==> src/rtl/complete_sub_pkg.sv <==
// Shared widths, state encoding and guard configuration for the magnitude subtractor.
// COMPLETE_SUB_GUARD_EN adds one guard bit to the aligned datapath.
package complete_sub_pkg;

  localparam int unsigned EXP_W  = 8;
  localparam int unsigned MAN_W  = 24;
  localparam int unsigned DATA_W = EXP_W + MAN_W;

`ifdef COMPLETE_SUB_GUARD_EN
  localparam int unsigned GUARD_W = 1;
`else
  localparam int unsigned GUARD_W = 0;
`endif

  // Internal subtract/normalize width: mantissa plus optional guard LSB
  localparam int unsigned DW = MAN_W + GUARD_W;

  typedef enum logic [2:0] {
    S_IDLE  = 3'd0,
    S_ALIGN = 3'd1,
    S_SUB   = 3'd2,
    S_NORM  = 3'd3,
    S_DONE  = 3'd4
  } state_e;

endpackage

==> src/rtl/complete_sub_if.sv <==
// Start/done request bus of the magnitude subtractor.
interface complete_sub_if;
  import complete_sub_pkg::*;

  logic              start;
  logic [DATA_W-1:0] opA;
  logic [DATA_W-1:0] opB;
  logic              busy;
  logic              done;
  logic [DATA_W-1:0] res;
  logic              neg;
  logic              zero;

  modport master (output start, opA, opB, input busy, done, res, neg, zero);
  modport slave  (input start, opA, opB, output busy, done, res, neg, zero);

endinterface

==> src/rtl/sub_align.sv <==
// Combinational right shifter aligning the smaller operand's mantissa;
// also returns the last bit shifted out (guard). Shifts of MAN_W or more give 0.
module sub_align
  import complete_sub_pkg::*;
(
  input  logic [MAN_W-1:0] mant_i,
  input  logic [EXP_W-1:0] shamt_i,
  output logic [MAN_W-1:0] aligned_c,
  output logic             guard_c
);

  logic [MAN_W:0] ext;

  always_comb begin
    ext = '0;
    if (shamt_i < EXP_W'(MAN_W)) begin
      ext = {mant_i, 1'b0} >> shamt_i;
    end
    aligned_c = ext[MAN_W:1];
    guard_c   = ext[0];
  end

endmodule

==> src/rtl/complete_sub.sv <==
// Sequential magnitude subtractor: align, subtract, then normalize one bit per cycle.
// Build with COMPLETE_SUB_GUARD_EN to keep one guard bit through subtract/normalize.
module complete_sub
  import complete_sub_pkg::*;
(
  input  logic         clk,
  input  logic         rst,
  complete_sub_if.slave bus
);

  state_e              state_q, state_d;
  logic [DATA_W-1:0]   a_q, a_d, b_q, b_d;
  logic [DW-1:0]       mant_l_q, mant_l_d, als_q, als_d, diff_q, diff_d;
  logic [EXP_W-1:0]    el_q, el_d;
  logic                l_is_b_q, l_is_b_d, neg_w_q, neg_w_d;
  logic                busy_q, busy_d, done_q, done_d;
  logic                neg_q, neg_d, zero_q, zero_d;
  logic [DATA_W-1:0]   res_q, res_d;

  logic [EXP_W-1:0]    exp_a_c, exp_b_c, shamt_c;
  logic [MAN_W-1:0]    man_a_c, man_b_c, man_l_c, man_s_c, aligned_c;
  logic                guard_c, b_larger_c, norm_stop_c, diff_zero_c;

  // Operand split and L/S selection; equal exponents keep A as L
  assign exp_a_c    = a_q[DATA_W-1 -: EXP_W];
  assign exp_b_c    = b_q[DATA_W-1 -: EXP_W];
  assign man_a_c    = a_q[MAN_W-1:0];
  assign man_b_c    = b_q[MAN_W-1:0];
  assign b_larger_c = exp_b_c > exp_a_c;
  assign shamt_c    = b_larger_c ? (exp_b_c - exp_a_c) : (exp_a_c - exp_b_c);
  assign man_l_c    = b_larger_c ? man_b_c : man_a_c;
  assign man_s_c    = b_larger_c ? man_a_c : man_b_c;

  sub_align u_align (
    .mant_i    (man_s_c),
    .shamt_i   (shamt_c),
    .aligned_c (aligned_c),
    .guard_c   (guard_c)
  );

  assign diff_zero_c = (diff_q == '0);
  assign norm_stop_c = diff_q[DW-1] | diff_zero_c | (el_q == '0);

  always_comb begin
    state_d  = state_q;
    a_d      = a_q;
    b_d      = b_q;
    mant_l_d = mant_l_q;
    als_d    = als_q;
    diff_d   = diff_q;
    el_d     = el_q;
    l_is_b_d = l_is_b_q;
    neg_w_d  = neg_w_q;
    done_d   = 1'b0;
    neg_d    = neg_q;
    zero_d   = zero_q;
    res_d    = res_q;

    case (state_q)
      S_IDLE: begin
        if (bus.start) begin
          a_d     = bus.opA;
          b_d     = bus.opB;
          state_d = S_ALIGN;
        end
      end
      S_ALIGN: begin
        mant_l_d = DW'(man_l_c) << GUARD_W;
        als_d    = (DW'(aligned_c) << GUARD_W) | DW'(guard_c & 1'(GUARD_W));
        el_d     = b_larger_c ? exp_b_c : exp_a_c;
        l_is_b_d = b_larger_c;
        state_d  = S_SUB;
      end
      S_SUB: begin
        // A tie leaves neg at 0 regardless of which operand was L
        if (mant_l_q >= als_q) begin
          diff_d  = mant_l_q - als_q;
          neg_w_d = l_is_b_q && (mant_l_q != als_q);
        end else begin
          diff_d  = als_q - mant_l_q;
          neg_w_d = !l_is_b_q;
        end
        state_d = S_NORM;
      end
      S_NORM: begin
        if (norm_stop_c) begin
          state_d = S_DONE;
          done_d  = 1'b1;
          res_d   = diff_zero_c ? '0 : {el_q, diff_q[DW-1 -: MAN_W]};
          neg_d   = neg_w_q;
          zero_d  = diff_zero_c;
        end else begin
          diff_d = diff_q << 1;
          el_d   = el_q - EXP_W'(1);
        end
      end
      S_DONE:  state_d = S_IDLE;
      default: state_d = S_IDLE;
    endcase

    busy_d = (state_d != S_IDLE);
  end

  always_ff @(posedge clk) begin
    if (rst) begin
      state_q  <= S_IDLE;
      a_q      <= '0;
      b_q      <= '0;
      mant_l_q <= '0;
      als_q    <= '0;
      diff_q   <= '0;
      el_q     <= '0;
      l_is_b_q <= 1'b0;
      neg_w_q  <= 1'b0;
      busy_q   <= 1'b0;
      done_q   <= 1'b0;
      neg_q    <= 1'b0;
      zero_q   <= 1'b0;
      res_q    <= '0;
    end else begin
      state_q  <= state_d;
      a_q      <= a_d;
      b_q      <= b_d;
      mant_l_q <= mant_l_d;
      als_q    <= als_d;
      diff_q   <= diff_d;
      el_q     <= el_d;
      l_is_b_q <= l_is_b_d;
      neg_w_q  <= neg_w_d;
      busy_q   <= busy_d;
      done_q   <= done_d;
      neg_q    <= neg_d;
      zero_q   <= zero_d;
      res_q    <= res_d;
    end
  end

  assign bus.busy = busy_q;
  assign bus.done = done_q;
  assign bus.res  = res_q;
  assign bus.neg  = neg_q;
  assign bus.zero = zero_q;

endmodule
==> src/flat_wrapper.sv <==
// flat-port wrapper written by rule: the top's interface ports become plain ports
module complete_sub_flat import complete_sub_pkg::*;
  (clk, rst, bus_start, bus_opA, bus_opB, bus_busy, bus_done, bus_res, bus_neg, bus_zero);
  complete_sub_if bus_i ();
  input  logic clk;
  input  logic rst;
  input wire logic [$bits(bus_i.start)-1:0] bus_start;
  input wire logic [$bits(bus_i.opA)-1:0] bus_opA;
  input wire logic [$bits(bus_i.opB)-1:0] bus_opB;
  output wire logic [$bits(bus_i.busy)-1:0] bus_busy;
  output wire logic [$bits(bus_i.done)-1:0] bus_done;
  output wire logic [$bits(bus_i.res)-1:0] bus_res;
  output wire logic [$bits(bus_i.neg)-1:0] bus_neg;
  output wire logic [$bits(bus_i.zero)-1:0] bus_zero;
  assign bus_i.start = bus_start;
  assign bus_i.opA = bus_opA;
  assign bus_i.opB = bus_opB;
  assign bus_busy = bus_i.busy;
  assign bus_done = bus_i.done;
  assign bus_res = bus_i.res;
  assign bus_neg = bus_i.neg;
  assign bus_zero = bus_i.zero;
  complete_sub u_core (.clk(clk), .rst(rst), .bus(bus_i));
endmodule
==> config.mk <==
export PLATFORM = sky130hd
export DESIGN_NAME = complete_sub_flat
export DESIGN_NICKNAME = d
export VERILOG_FILES = /design/src/rtl/complete_sub_pkg.sv /design/src/rtl/complete_sub_if.sv /design/src/rtl/sub_align.sv /design/src/rtl/complete_sub.sv /design/src/flat_wrapper.sv
export SDC_FILE = /design/constraint.sdc
export NUM_CORES = 1
export LEC_CHECK = 0
export ABC_AREA = 1
export BUFFER_PORTS_ARGS = -buffer_cell sky130_fd_sc_hd__buf_2
export CORE_UTILIZATION = 45
export CTS_BUF_LIST = sky130_fd_sc_hd__clkbuf_2 sky130_fd_sc_hd__clkbuf_4 sky130_fd_sc_hd__clkbuf_8
export DETAILED_ROUTE_END_ITERATION = 10
export GPL_ROUTABILITY_DRIVEN = 0
export PLACE_DENSITY = 0.62
export SLEW_MARGIN = 20
export SYNTH_ARGS = -nofsm -noshare
export SYNTH_HDL_FRONTEND = slang
export SYNTH_SLANG_ARGS = --single-unit
==> constraint.sdc <==
create_clock -name clk -period 3.1 [get_ports clk]
set_clock_uncertainty 0.05 [all_clocks]
set_input_delay 0.775 -clock clk [delete_from_list [all_inputs] [get_ports clk]]
set_output_delay 0.775 -clock clk [all_outputs]
set_load 0.01 [all_outputs]
* After elaboration in Yosys (flattened, before gate mapping)
Index checks and enable logic that the tools add are counted.
** Cells by class
- Add/subtract/negate cells :: 5
- Magnitude comparators :: 3
- Equal/unequal tests :: 5
- Shift operators :: 1
- Muxes and demuxes :: 16
- Bitwise gates (word level) :: 3
- Reductions and logical operators :: 13
** Operators with widths (count)
- $mux W24 :: 4
- $pmux W24 S2 :: 1
- $sub A24 B24 Y24 :: 2
- $mux W32 :: 1
- $mux W25 :: 1
- $shr A25 B8 Y25 :: 1
- $ge A24 B24 Y1 :: 1
- $logic_not A24 Y1 :: 1
- $mux W8 :: 3
- $ne A24 B24 Y1 :: 1
- $pmux W8 S2 :: 1
- $sub A8 B8 Y8 :: 2
- $pmux W3 S4 :: 1
- $gt A8 B8 Y1 :: 1
- $logic_not A8 Y1 :: 1
- $lt A8 B5 Y1 const B :: 1
- $reduce_and A2 Y1 :: 4
- $sub A8 B1 Y8 const B :: 1
- $eq A3 B2 Y1 const B :: 2
- $mux W3 :: 2
- $reduce_bool A2 Y1 :: 2
- $eq A3 B1 Y1 const B :: 1
- $logic_not A3 Y1 :: 1
- $reduce_bool A3 Y1 :: 1
- 7 further kinds :: 9
** Word-level totals
- Register bits :: 185
- Input bits :: 67
- Output and inout port bits :: 36

* Longest topological paths before layout
- Depth in word-level cells :: 6
- Depth in mapped cells :: 24

* Modules after synthesis
Synthesis repeated with hierarchy kept, for this count alone.
** Unflattened totals
- Cells, all modules :: 2158
- Area, all modules :: 13106.3 um2
** Modules (own cells, without submodules)
- complete_sub :: instances 1, cells an instance 1876, area each 11767.5 um2, seq. area each 3703.6 um2
- sub_align :: instances 1, cells an instance 282, area each 1338.8 um2, seq. area each 0.0 um2

* Worst setup path after synthesis
No wires, ideal clock.
- Kind :: register -> register
- Start point :: register u_core.b_q[24]
- End point :: register u_core.als_q[6]
- Arrival time :: 2.500 ns
- Required time :: 2.918 ns
- Setup slack :: 0.418 ns
- Stages on the path, launching flop included :: 20
- Clock period less this slack :: 2.682 ns
- Path through :: dfxtp_1 -> inv_1 -> ha_1 -> fa_1 -> inv_1 -> nand2_1 -> nand2_1 -> nand2_1 -> nand2_1 -> nand2_4 -> o21ai_1 -> xor2_2 -> inv_2 -> clkbuf_1 -> nand3_1 -> nand3_1 -> nand2_1 -> nand2_1 -> nand2_1 -> a21oi_1
** On the way
- Word-level cells in the longest chain between the ends :: 4
- Elaborated cells between the ends (all ways) :: 8
- Those cells by class :: 2 x add/sub; 2 x order compare; 1 x shift; 3 x mux
** RTL lines
- start: declaration :: line complete_sub.sv:12 : logic [DATA_W-1:0] a_q, a_d, b_q, b_d;
- start signal: assignment :: line complete_sub.sv:108 : b_q <= '0;
- start signal: assignment :: line complete_sub.sv:123 : b_q <= b_d;
- $sub A8 B8 Y8 / $gt A8 B8 Y1 (equally long branches) :: line complete_sub.sv:30, complete_sub.sv:29
- $mux W8 / $mux W24 (equally long branches) :: line complete_sub.sv:30, complete_sub.sv:32
- $shr A25 B8 Y25 / $lt A8 B5 Y1 (equally long branches) :: line sub_align.sv:17, sub_align.sv:16
- $mux W25 (*) :: line sub_align.sv:16 : if (shamt_i < EXP_W'(MAN_W)) begin
- end signal: assignment :: line complete_sub.sv:125 : als_q <= als_d;
- end: declaration :: line complete_sub.sv:13 : logic [DW-1:0] mant_l_q, mant_l_d, als_q, als_d, diff_q, diff_d;
Mark *: on every way between the ends. The rest lies on a longest branch, timed or not.
A chain may end at the register's enable or synchronous reset.

* Worst setup path after layout
- Start point :: register u_core.als_q[19]
- End point :: register u_core.diff_q[9]
** On the way
- Word-level cells in the longest chain between the ends :: 3
** RTL lines
- $ge A24 B24 Y1 :: line complete_sub.sv:76 : if (mant_l_q >= als_q) begin
- $mux W24 :: line complete_sub.sv:76
- $pmux W24 S2 :: line complete_sub.sv:59 : case (state_q)
- end signal: assignment :: line complete_sub.sv:126 : diff_q <= diff_d;
- end: declaration :: line complete_sub.sv:13
No other way between the ends.

==> impl_metrics.json <==
{
  "preCtsSetupSlack_ns": -0.01091,
  "clkTransAtPathRegs_ns": 0.12,
  "cp_max_fo": 14,
  "drive_gt1_share_pct": 15.78,
  "mostFrequentLayoutCell": "nand2_1",
  "diodes": 0,
  "vias": 12600,
  "route.detailed.drc": 0,
  "avgSynthCellArea_um2": 6.481,
  "hold_class": "flip-flop to flip-flop",
  "start_util_pct": 45.77,
  "synth_nets": 1970,
  "cts_root_buf": "clkbuf_8",
  "critPathKind": "flip-flop to flip-flop",
  "r2r_start": "u_core.als_q[19]",
  "antenna_found_initial": 0,
  "ff2ff_setup_slack_ns": 0.11,
  "track_usage_pct": 26.84,
  "firstDrtPassIters": 7,
  "hold_start": "u_core.neg_w_q",
  "ios": 103,
  "syn_area_um2": 11890,
  "syn_to_final_growth_pct": 17.37,
  "ctsHtreeMaxLevel": 4,
  "synth_seq_cells": 185,
  "fmax_mhz": 334.3,
  "endpoint_kind": "flip-flop",
  "core_um2": 25980,
  "required_ns": 3.47,
  "vias_per_cell": 5.482,
  "r2r-end": "u_core.diff_q[9]",
  "numPortBuffers": 102,
  "worst_slack_ns": 0.1086,
  "finalSetupViolations": 0,
  "cts_tree": "done",
  "ant_nets": 0,
  "seq_area_frac_synth_pct": 31.14,
  "maxCapViolations": 0,
  "worst_pin_slew_ns": 0.9173,
  "syn-instance-count": 1835,
  "relSlewSlack_pct": 38.78,
  "wl_per_cell_um": 16.08,
  "wl_um": 36960,
  "layout_common_cells": "nand2_1 (381), a21oi_1 (286), o21ai_0 (190)",
  "worst_ep_arrival_time_ns": 3.36,
  "final-hold-violation-count": 0,
  "synth_cell_types": 48,
  "dr.first_iter.drc_count": 1216,
  "status": "complete, no violations",
  "die_w_um": 164.6,
  "dieArea_um2": 27080,
  "cts.sinks": 185,
  "dp_hpwl_um": 27380,
  "hold_end": "u_core.bus.neg",
  "rsz0062_at_grt": "true",
  "grt_max_degree": 106,
  "holdPathStages": 2,
  "cts_buffers": 17,
  "worstSetupStartpointType": "flip-flop",
  "grt_pass1_vias": 11120,
  "die_h_um": 164.6,
  "grt-ovfl-total": 0,
  "nets": 2086,
  "clock_latency_ns": 0.49,
  "slew_violations": 0,
  "period_share_pct": 96.50,
  "num_rows": 59,
  "clk_path_buf_depth": 2,
  "grt_first_pass_wirelength_um": 57570,
  "nFillCells": 2694,
  "fin_crit_ns": 2.991,
  "ff2ff_path_depth": 16,
  "yosysWarnings": 0
}
==> logic make-up after synthesis <==
logic type | share of synthesized area, %
xor gates and xnor gates | 1.967
adders and majority gates | 7.407
muxes | 0.1788
and+or+nand+nor | 25.91
AOI/OAI and AO/OA | 23.56
buffers and inverters | 9.837
DFF | 31.14
==> per-stage QoR <==
stage | cells | hold WS, ns | area (µm²) | util [%] | setup TNS (ns)
floorplan | 1835 | 0.3797 | 11890 | - | 0
global placement | 2250 | 0.3964 | 13070 | 50.31 | 0
detailed placement | 2250 | 0.3985 | 13070 | 50.31 | -0.01498
CTS | 2285 | 0.4160 | 13550 | 52.13 | -0.01292
global route | 2299 | 0.4348 | 13960 | 53.72 | -0.4544
finish | 2299 | 0.4155 | 13960 | 53.72 | 0
==> layout make-up <==
type	count	area [µm²]	area share, %
sequential	185	3712	26.60
inverter	185	714.4	5.118
multi-input combinational	1361	7261	52.02
timing repair inverter	2	15.01	0.1076
timing repair buffer	199	1416	10.15
clock buffer	17	234.0	1.676
tap	335	419.2	3.003
clock inverter	15	186.4	1.336
==> timing repair <==
item                       4_1_cts  5_1_grt
resized for setup                4       77
gates cloned                     2        6
hold buffers                     0        0
setup buffers                    1        8
pin swaps                        2       12
setup endpoints to repair       11       37
==> flip-flops by register name (all words and copies together), names as in the netlist, 3 cells and up <==
register         cells
u_core.a_q          32
u_core.el_q          8
u_core.mant_l_q     24
u_core.bus.res      32
u_core.diff_q       24
u_core.b_q          32
u_core.als_q        24
u_core.state_q       3
==> Yosys cell counts (all sizes together) <==
| cell | instances | area share, % |
|---|---|---|
| mux2 | 1 | 0.095 |
| xnor2 | 11 | 0.87 |
| o2111ai | 1 | 0.074 |
| o21ai | 206 | 8.7 |
| o21bai | 4 | 0.25 |
| nor2 | 115 | 3.7 |
| a31oi | 4 | 0.21 |
| inv | 182 | 5.7 |
| nand2 | 391 | 13 |
| a22oi | 4 | 0.25 |
| xor2 | 14 | 1.1 |
| nand3 | 188 | 7.9 |
| fa | 4 | 0.67 |
| dfxtp | 185 | 31 |
| o31ai | 2 | 0.13 |
| nor4 | 2 | 0.11 |
| a211oi | 5 | 0.32 |
| clkbuf | 69 | 2.2 |
| or2 | 4 | 0.21 |
| o211ai | 14 | 0.88 |
| ha | 64 | 6.7 |
| nand3b | 3 | 0.19 |
| a21oi | 289 | 12 |
| o22ai | 1 | 0.053 |
| buf | 37 | 1.8 |
| o221ai | 1 | 0.074 |
| and2 | 2 | 0.11 |
| a21o | 3 | 0.19 |
| clkinv | 3 | 0.11 |
| o21a | 3 | 0.19 |
| nor3 | 5 | 0.31 |
| nand4 | 16 | 0.84 |
| mux2i | 1 | 0.084 |
| a221oi | 1 | 0.074 |
==> critical path, stage by stage, from the launching register on <==
cell,delay [ns]
dfxtp_1,0.41
inv_1,0.07
ha_1,0.30
buf_4,0.17
a21oi_1,0.19
o21ai_0,0.17
nand4_1,0.11
nand2_1,0.09
nor2_1,0.16
nand2_2,0.12
buf_12,0.17
buf_4,0.15
o21ai_0,0.27
nor3_1,0.10
o21ai_0,0.16
nand3b_1,0.13
a21oi_1,0.15
==> layer usage <==
| layer | share of wire, % | GRT usage, % | up-vias |
|---|---|---|---|
| met5 | 0 | 0 | - |
| met4 | 2.6 | 7.882 | 0 |
| met3 | 5.1 | 2.612 | 71 |
| met2 | 46 | 43.05 | 378 |
| met1 | 47 | 37.94 | 5813 |
| li1 | - | - | 6341 |
==> worst max path at each step <==
| stage | from | end | slack, ns | depth (start not counted) |
|---|---|---|---|---|
| after floorplan | u_core.b_q[24] | u_core.als_q[6] | 0.42 | 19 |
| after global placement | u_core.b_q[24] | u_core.als_q[1] | 0.01 | 18 |
| after detailed placement | u_core.b_q[24] | u_core.als_q[1] | -0.01 | 19 |
| after CTS | u_core.b_q[24] | u_core.als_q[2] | -0.01 | 21 |
| after global routing | u_core.b_q[26] | u_core.als_q[4] | -0.08 | 22 |
| final | u_core.als_q[19] | u_core.diff_q[9] | 0.11 | 16 |
Power is not shown: default switching activity piles up to over one toggle a cycle in this logic, so the estimate is an artifact.
